## src/rtl/fbp_cfg_ctrl.sv

```systemverilog
// Control/configuration block for the FBP accelerator: per-channel address
// handshakes, start sequencing, timed soft reset, run counter, irq and status.
module fbp_cfg_ctrl #(
  parameter int                DATA_W       = 32,
  parameter int                NUM_CH       = 2,
  parameter logic [DATA_W-1:0] DEFAULT_BASE = 32'h6000_0000,
  parameter int                CNT_W        = 24,
  parameter int                SRST_CYCLES  = 16
) (
  input  logic                     clk,
  input  logic                     arstn,
  input  logic                     ctrl_wr,
  input  logic [DATA_W-1:0]        ctrl_data,
  input  logic [NUM_CH-1:0]        addr_wr,
  input  logic [NUM_CH*DATA_W-1:0] addr_data,
  output logic [NUM_CH-1:0]        addr_valid,
  input  logic [NUM_CH-1:0]        addr_ready,
  output logic [NUM_CH*DATA_W-1:0] addr_out,
  output logic                     start_fbp,
  input  logic                     done_fbp,
  output logic                     soft_rstn,
  output logic                     irq,
  output logic [DATA_W-1:0]        status
);

  localparam int TMR_W = $clog2(SRST_CYCLES + 1);
  localparam logic [TMR_W-1:0] TMR_LOAD = TMR_W'(SRST_CYCLES - 1);

  typedef enum logic [1:0] {IDLE, ARM, RUN, SRST} state_t;

  state_t                     state_reg;
  logic [NUM_CH*DATA_W-1:0]   addr_reg;
  logic [NUM_CH*DATA_W-1:0]   addr_next;
  logic [NUM_CH-1:0]          addr_valid_reg;
  logic [NUM_CH-1:0]          addr_valid_next;
  logic                       start_fbp_reg;
  logic                       soft_rstn_reg;
  logic [TMR_W-1:0]           timer_reg;
  logic [CNT_W-1:0]           count_reg;
  logic [CNT_W-1:0]           final_reg;
  logic                       ovf_reg;
  logic                       err_reg;
  logic                       irq_reg;
  logic                       irq_en_reg;
  logic [DATA_W-1:0]          status_reg;
  logic [DATA_W-1:0]          status_next;

  logic start_req;
  logic srst_req;
  logic clr_req;
  logic pending;
  logic clear_valid;
  logic launch;
  logic done_ev;
  logic err_set;
  logic irq_set;
  logic cnt_sat;
  logic [CNT_W-1:0] count_inc;
  logic unused_ctrl_bits;

  assign start_req   = ctrl_wr & ctrl_data[0] & ~ctrl_data[DATA_W-1];
  assign srst_req    = ctrl_wr & ctrl_data[DATA_W-1];
  assign clr_req     = ctrl_wr & ctrl_data[2];
  assign pending     = (|addr_valid_reg) | (|addr_wr);
  assign clear_valid = srst_req | (state_reg == SRST);
  assign unused_ctrl_bits = ^ctrl_data[DATA_W-2:3];

  // A soft-reset write overrides every FSM decision made in the same cycle.
  assign launch  = ~srst_req & ~pending &
                   (((state_reg == IDLE) & start_req) | (state_reg == ARM));
  assign done_ev = done_fbp & (state_reg == RUN) & ~srst_req;
  assign err_set = start_req & ((state_reg == ARM) | (state_reg == RUN));
  assign irq_set = done_ev & irq_en_reg;

  assign cnt_sat   = &count_reg;
  assign count_inc = cnt_sat ? count_reg : count_reg + 1'b1;

  genvar gi;
  generate
    for (gi = 0; gi < NUM_CH; gi++) begin : g_ch
      assign addr_next[gi*DATA_W +: DATA_W] = addr_wr[gi] ?
          addr_data[gi*DATA_W +: DATA_W] : addr_reg[gi*DATA_W +: DATA_W];
      // A write in the handshake cycle is a fresh transfer, so it keeps valid high.
      assign addr_valid_next[gi] = clear_valid ? 1'b0 :
                                   addr_wr[gi] ? 1'b1 :
                                   (addr_valid_reg[gi] & addr_ready[gi]) ? 1'b0 :
                                   addr_valid_reg[gi];
    end
  endgenerate

  always_ff @(posedge clk or negedge arstn) begin
    if (!arstn) begin
      addr_reg       <= {NUM_CH{DEFAULT_BASE}};
      addr_valid_reg <= '0;
    end else begin
      addr_reg       <= addr_next;
      addr_valid_reg <= addr_valid_next;
    end
  end

  always_comb begin
    status_next = '0;
    status_next[0] = (state_reg == RUN);
    status_next[1] = irq_reg;
    status_next[2] = err_reg;
    status_next[3] = ovf_reg;
    status_next[CNT_W+3:4] = (state_reg == RUN) ? count_reg : final_reg;
  end

  always_ff @(posedge clk or negedge arstn) begin
    if (!arstn) begin
      state_reg     <= IDLE;
      start_fbp_reg <= 1'b0;
      soft_rstn_reg <= 1'b1;
      timer_reg     <= '0;
      count_reg     <= '0;
      final_reg     <= '0;
      ovf_reg       <= 1'b0;
      err_reg       <= 1'b0;
      irq_reg       <= 1'b0;
      irq_en_reg    <= 1'b0;
      status_reg    <= '0;
    end else begin
      start_fbp_reg <= 1'b0;
      status_reg    <= status_next;
      if (ctrl_wr)
        irq_en_reg <= ctrl_data[1];
      // Sticky flags: a set event in the same cycle beats the W1C clear.
      if (err_set)
        err_reg <= 1'b1;
      else if (clr_req)
        err_reg <= 1'b0;
      if (irq_set)
        irq_reg <= 1'b1;
      else if (clr_req)
        irq_reg <= 1'b0;

      if (srst_req) begin
        state_reg     <= SRST;
        timer_reg     <= TMR_LOAD;
        soft_rstn_reg <= 1'b0;
        count_reg     <= '0;
        final_reg     <= '0;
        ovf_reg       <= 1'b0;
      end else if (launch) begin
        state_reg     <= RUN;
        start_fbp_reg <= 1'b1;
        count_reg     <= '0;
        ovf_reg       <= 1'b0;
      end else begin
        case (state_reg)
          IDLE: begin
            if (start_req)
              state_reg <= ARM;
          end
          ARM: begin
            state_reg <= ARM;
          end
          RUN: begin
            count_reg <= count_inc;
            if (cnt_sat)
              ovf_reg <= 1'b1;
            if (done_fbp) begin
              state_reg <= IDLE;
              final_reg <= count_inc;
            end
          end
          SRST: begin
            if (timer_reg == '0) begin
              state_reg     <= IDLE;
              soft_rstn_reg <= 1'b1;
            end else begin
              timer_reg <= timer_reg - 1'b1;
            end
          end
          default: state_reg <= IDLE;
        endcase
      end
    end
  end

  assign addr_out   = addr_reg;
  assign addr_valid = addr_valid_reg;
  assign start_fbp  = start_fbp_reg;
  assign soft_rstn  = soft_rstn_reg;
  assign irq        = irq_reg;
  assign status     = status_reg;

endmodule
```

## config.mk

```make
export PLATFORM = sky130hd
export DESIGN_NAME = fbp_cfg_ctrl
export DESIGN_NICKNAME = d
export VERILOG_FILES = /design/src/rtl/fbp_cfg_ctrl.sv
export SDC_FILE = /design/constraint.sdc
export NUM_CORES = 1
export LEC_CHECK = 0
export ABC_AREA = 1
export CORE_MARGIN = 5
export CORE_UTILIZATION = 49
export CTS_BUF_LIST = sky130_fd_sc_hd__clkbuf_4 sky130_fd_sc_hd__clkbuf_8
export DETAILED_ROUTE_END_ITERATION = 6
export GPL_TIMING_DRIVEN = 0
export MAX_ROUTING_LAYER = met4
export PLACE_DENSITY = 0.84
export SLEW_MARGIN = 20
export SYNTH_ARGS = -nofsm -noshare
export SYNTH_HDL_FRONTEND = slang
export SYNTH_SLANG_ARGS = --single-unit
```

## constraint.sdc

```tcl
create_clock -name clk -period 1.9 [get_ports clk]
set_input_delay 0.38 -clock clk [delete_from_list [all_inputs] [get_ports clk]]
set_output_delay 0.38 -clock clk [all_outputs]
set_load 0.005 [all_outputs]
```

==> summary.md <==
| Metric | Value |
|---|---|
| Initial antenna violation count | 0 |
| Core ar. | 0.0139 mm^2 |
| Slowest-stage cell, CP | dfstp_2 |
| Chip Height | between 100 and 150 um |
| CTS Buf Count | 17 |
| CTS tree | done |
| DIE WIDTH | between 100 and 150 um |
| Syn_area_per_cell | 8.17 um^2 |
| Layout area overhead | 36.7% |
| Multi-input logic area | 0.00272 mm^2 |
| Final setup fails | 0 |
| Layout cells sized above 1 | 0.0924 |
| Port bufs | 170 |
| Buf/Inv on CP | 1 |
| Crit path max fanout | 2 |
| Row count | 43 |
| Crit path DAT | 1.47 ns |
| Final net count | between 1,000 and 1,500 |
| ANT cells | 0 |
| Synth Cell Area | roughly 0.0069 mm^2 |
| Max-slew headroom | 0.640 |
| Maximum vdd ir drop | 0.959 mV |
| DP HPWL | 14.1 mm |
| Crit Path Class | flip-flop to primary output |
| DR vias/cell | 5.05 |
| Placed Instances | 1,204 |
| Worst-path clk slew | 0.08 ns |
| Largest net degree at the start of global routing | between 80 and 90 |
| Per-cell routed wire length | 15.3 um |
| Synth warn | 0 |
| Largest register FFs | 64 |
| Clock root buffer | clkbuf_8 |
| GPL Wtd Cong | around 0.98 |
| Fin cells | 1,241 |
| Layout Skew | 0.0136 ns |
| Outcome | finished, final reports clean |
| Library cells used by synthesis | 34 |
| Worst path top cell family by delay | flip-flops |
| All-layer global routing usage | 0.244 |
| Cells after Synth | 850 |
| Die ar. | between 0.015 and 0.02 mm^2 |
| Hold_ws | 0.208 ns |
| Vias | 6,262 |
| Tightest Pin Transition | 0.540 ns |
| Initial core utilization | 0.500 |
| Final Hold Viols | 0 |
| Min cycle time layout | 1.85 ns |
| First-pass GRT wire length | 30.9 mm |
| Max Cap Viol | 0 |
| Primary FF master, synth | dfrtp_1 |
| Clk Latency, worst-skew pair | 0.46 ns |
| FMAX | 541 MHz |
| CP Capture Type | primary output |
| Final Cycle Share | 0.972 |
| Max stage delay on crit path | 0.53 ns |
| Min-delay worst type | input port to flip-flop |
| Vias in the first global route | 6,137 |
| 1st-iter DRT viols | 620 |
| Leak pwr | 4.55 nW |
| Startpoint types | flip-flop |
| Final WL | 19.0 mm |
| H-Tree Depth | 4 |
| Register area share after synthesis | 0.559 |
| Global route overflow | 0 |
| DRC violations left | 0 |
| Clk sinks | 155 |
| Reg area | 0.00389 mm^2 |
| PD cells | 922 mW/mm^2 |
| EDFF count, synth | 0 |
| PnR Total Power | around 0.0088 W |
| Crit path required time | 1.52 ns |
| Asr flop ratio synth | 1.00 |
| Routed Antenna Nets | 0 |
| I/O Pins | just over 200 |
| Slew Limit Fails | 0 |
| FILL cells | 1,086 |
| Yosys reg bits | roughly 160 |
| DRT Pass-1 Iters | 5 |
| Crit path cell chain | clkdlybuf4s50_1 |
| CTS Buffer Depth | 2 |
==> metrics by stage <==
stage | util | setup TNS, ns | cell area, um^2 | setup slack (ns)
2_1_floorplan | - | 0 | 6960 | 0.328
3_3_place_gp | 0.640 | -899.40 | 8880 | -5.78
3_5_place_dp | 0.642 | -15.45 | 8910 | -0.340
4_1_cts | 0.679 | 0 | 9420 | 0.00975
5_1_grt | 0.684 | -0.00260 | 9490 | -0.00260
6_report | 0.684 | 0 | 9490 | 0.0528
==> cell type report <==
type                       count  share of cell area
sequential                   155               0.410
clock buffer                  21              0.0291
tap                          180              0.0237
buffer                        36              0.0203
clock inverter                11              0.0227
timing repair buffer         176               0.187
inverter                      54              0.0214
multi-input combinational    608               0.287
==> per-layer routing <==
| metal | vias up | share of wire | track usage |
|---|---|---|---|
| met1 | 2949 | 0.41 | 0.298 |
| li1 | 3048 | - | - |
| met2 | 224 | 0.49 | 0.384 |
| met3 | 41 | 0.078 | 0.0734 |
| met5 | - | 0 | - |
| met4 | 0 | 0.028 | 0.0902 |
==> Yosys cell counts, types with 3 or more instances <==
cell	instances	share of area
nand2_2	6	0.0054
a21oi_1	12	0.0086
dfstp_2	5	0.019
nor2_4	4	0.0065
o21ai_1	14	0.010
nand2_1	375	0.20
inv_2	4	0.0022
nand4_1	18	0.016
nand3_1	57	0.041
nand3b_1	4	0.0043
buf_4	7	0.0076
xor2_1	4	0.0050
buf_2	6	0.0043
nor2_1	55	0.030
clkbuf_1	20	0.011
inv_1	50	0.027
dfrtp_1	150	0.54
ha_1	6	0.011
nand2_4	3	0.0049
o21ai_0	27	0.019
nor2_2	6	0.0054
==> kinds of logic (layout without fill, tap and decap cells) <==
logic type | Yosys count | in the layout | synth area share
XOR/XNOR | 4 | 4 | 0.00504
AND/OR/NAND/NOR | 533 | 533 | 0.321
buffers and inverters | 90 | 298 | 0.0557
multiplexers | 1 | 1 | 0.00162
other | 1 | 4 | 0.000540
adder cells (fa/ha/maj) | 6 | 6 | 0.0108
AO/OA/AOI/OAI | 60 | 60 | 0.0459
flip-flops | 155 | 155 | 0.559
==> what timing repair did <==
| action | 4_1_cts | 5_1_grt |
|---|---|---|
| pin swaps | 0 | 1 |
| endpoints found under the hold margin | 68 | 0 |
| hold buffers | 1 | 0 |
| endpoints found under the setup margin | 55 | 69 |
| setup buffers | 0 | 4 |
| cloned | 0 | 0 |
| resized for setup | 9 | 15 |
==> final timing paths <==
path / start / endpoint / slack, ns / cells past startpoint
setup / recovery: addr_out[62] / addr_out[62] / 0.05 / 1
hold / removal: addr_wr[0] / addr_out[1] / 0.21 / 3
setup reg to reg: count_reg[0] / final_reg[12] / 0.13 / 10
hold reg to reg: ovf_reg / status[3] / 0.39 / 0
max in group asynchronous: arstn / addr_out[29] / 0.62 / 3
min in group asynchronous: arstn / count_reg[12] / 0.46 / 2
==> cells in the final DEF, fill, tap and decap left out, drive strengths merged <==
cell type	Yosys	routed
inv	54	55
o31ai	1	1
clkinv	0	3
buf	16	22
o21ai	41	41
nand3	58	58
ha	6	6
nor3	2	2
o21a	1	1
nand4	18	18
o21bai	2	2
and2	2	2
a21oi	12	12
dlygate4sd3	0	1
mux2	1	1
a31oi	1	1
conb	1	4
dlygate4sd2	0	3
a32o	1	1
bufinv	0	6
a22oi	1	1
xor2	4	4
nand3b	4	4
nand2	384	384
clkinvlp	0	1
nor2	65	65
clkdlybuf4s50	0	166
dfrtp	150	150
clkbuf	20	41
dfstp	5	5
==> power breakdown <==
part | internal, W | switching, W | leakage [nW]
logic | 0.000845 | 0.00111 | 2.30
registers | 0.00359 | 0.000174 | 2.00
clock network | 0.00180 | 0.00123 | 0.247
total | 0.00623 | 0.00252 | 4.55
(Power assumes the default switching activity.)
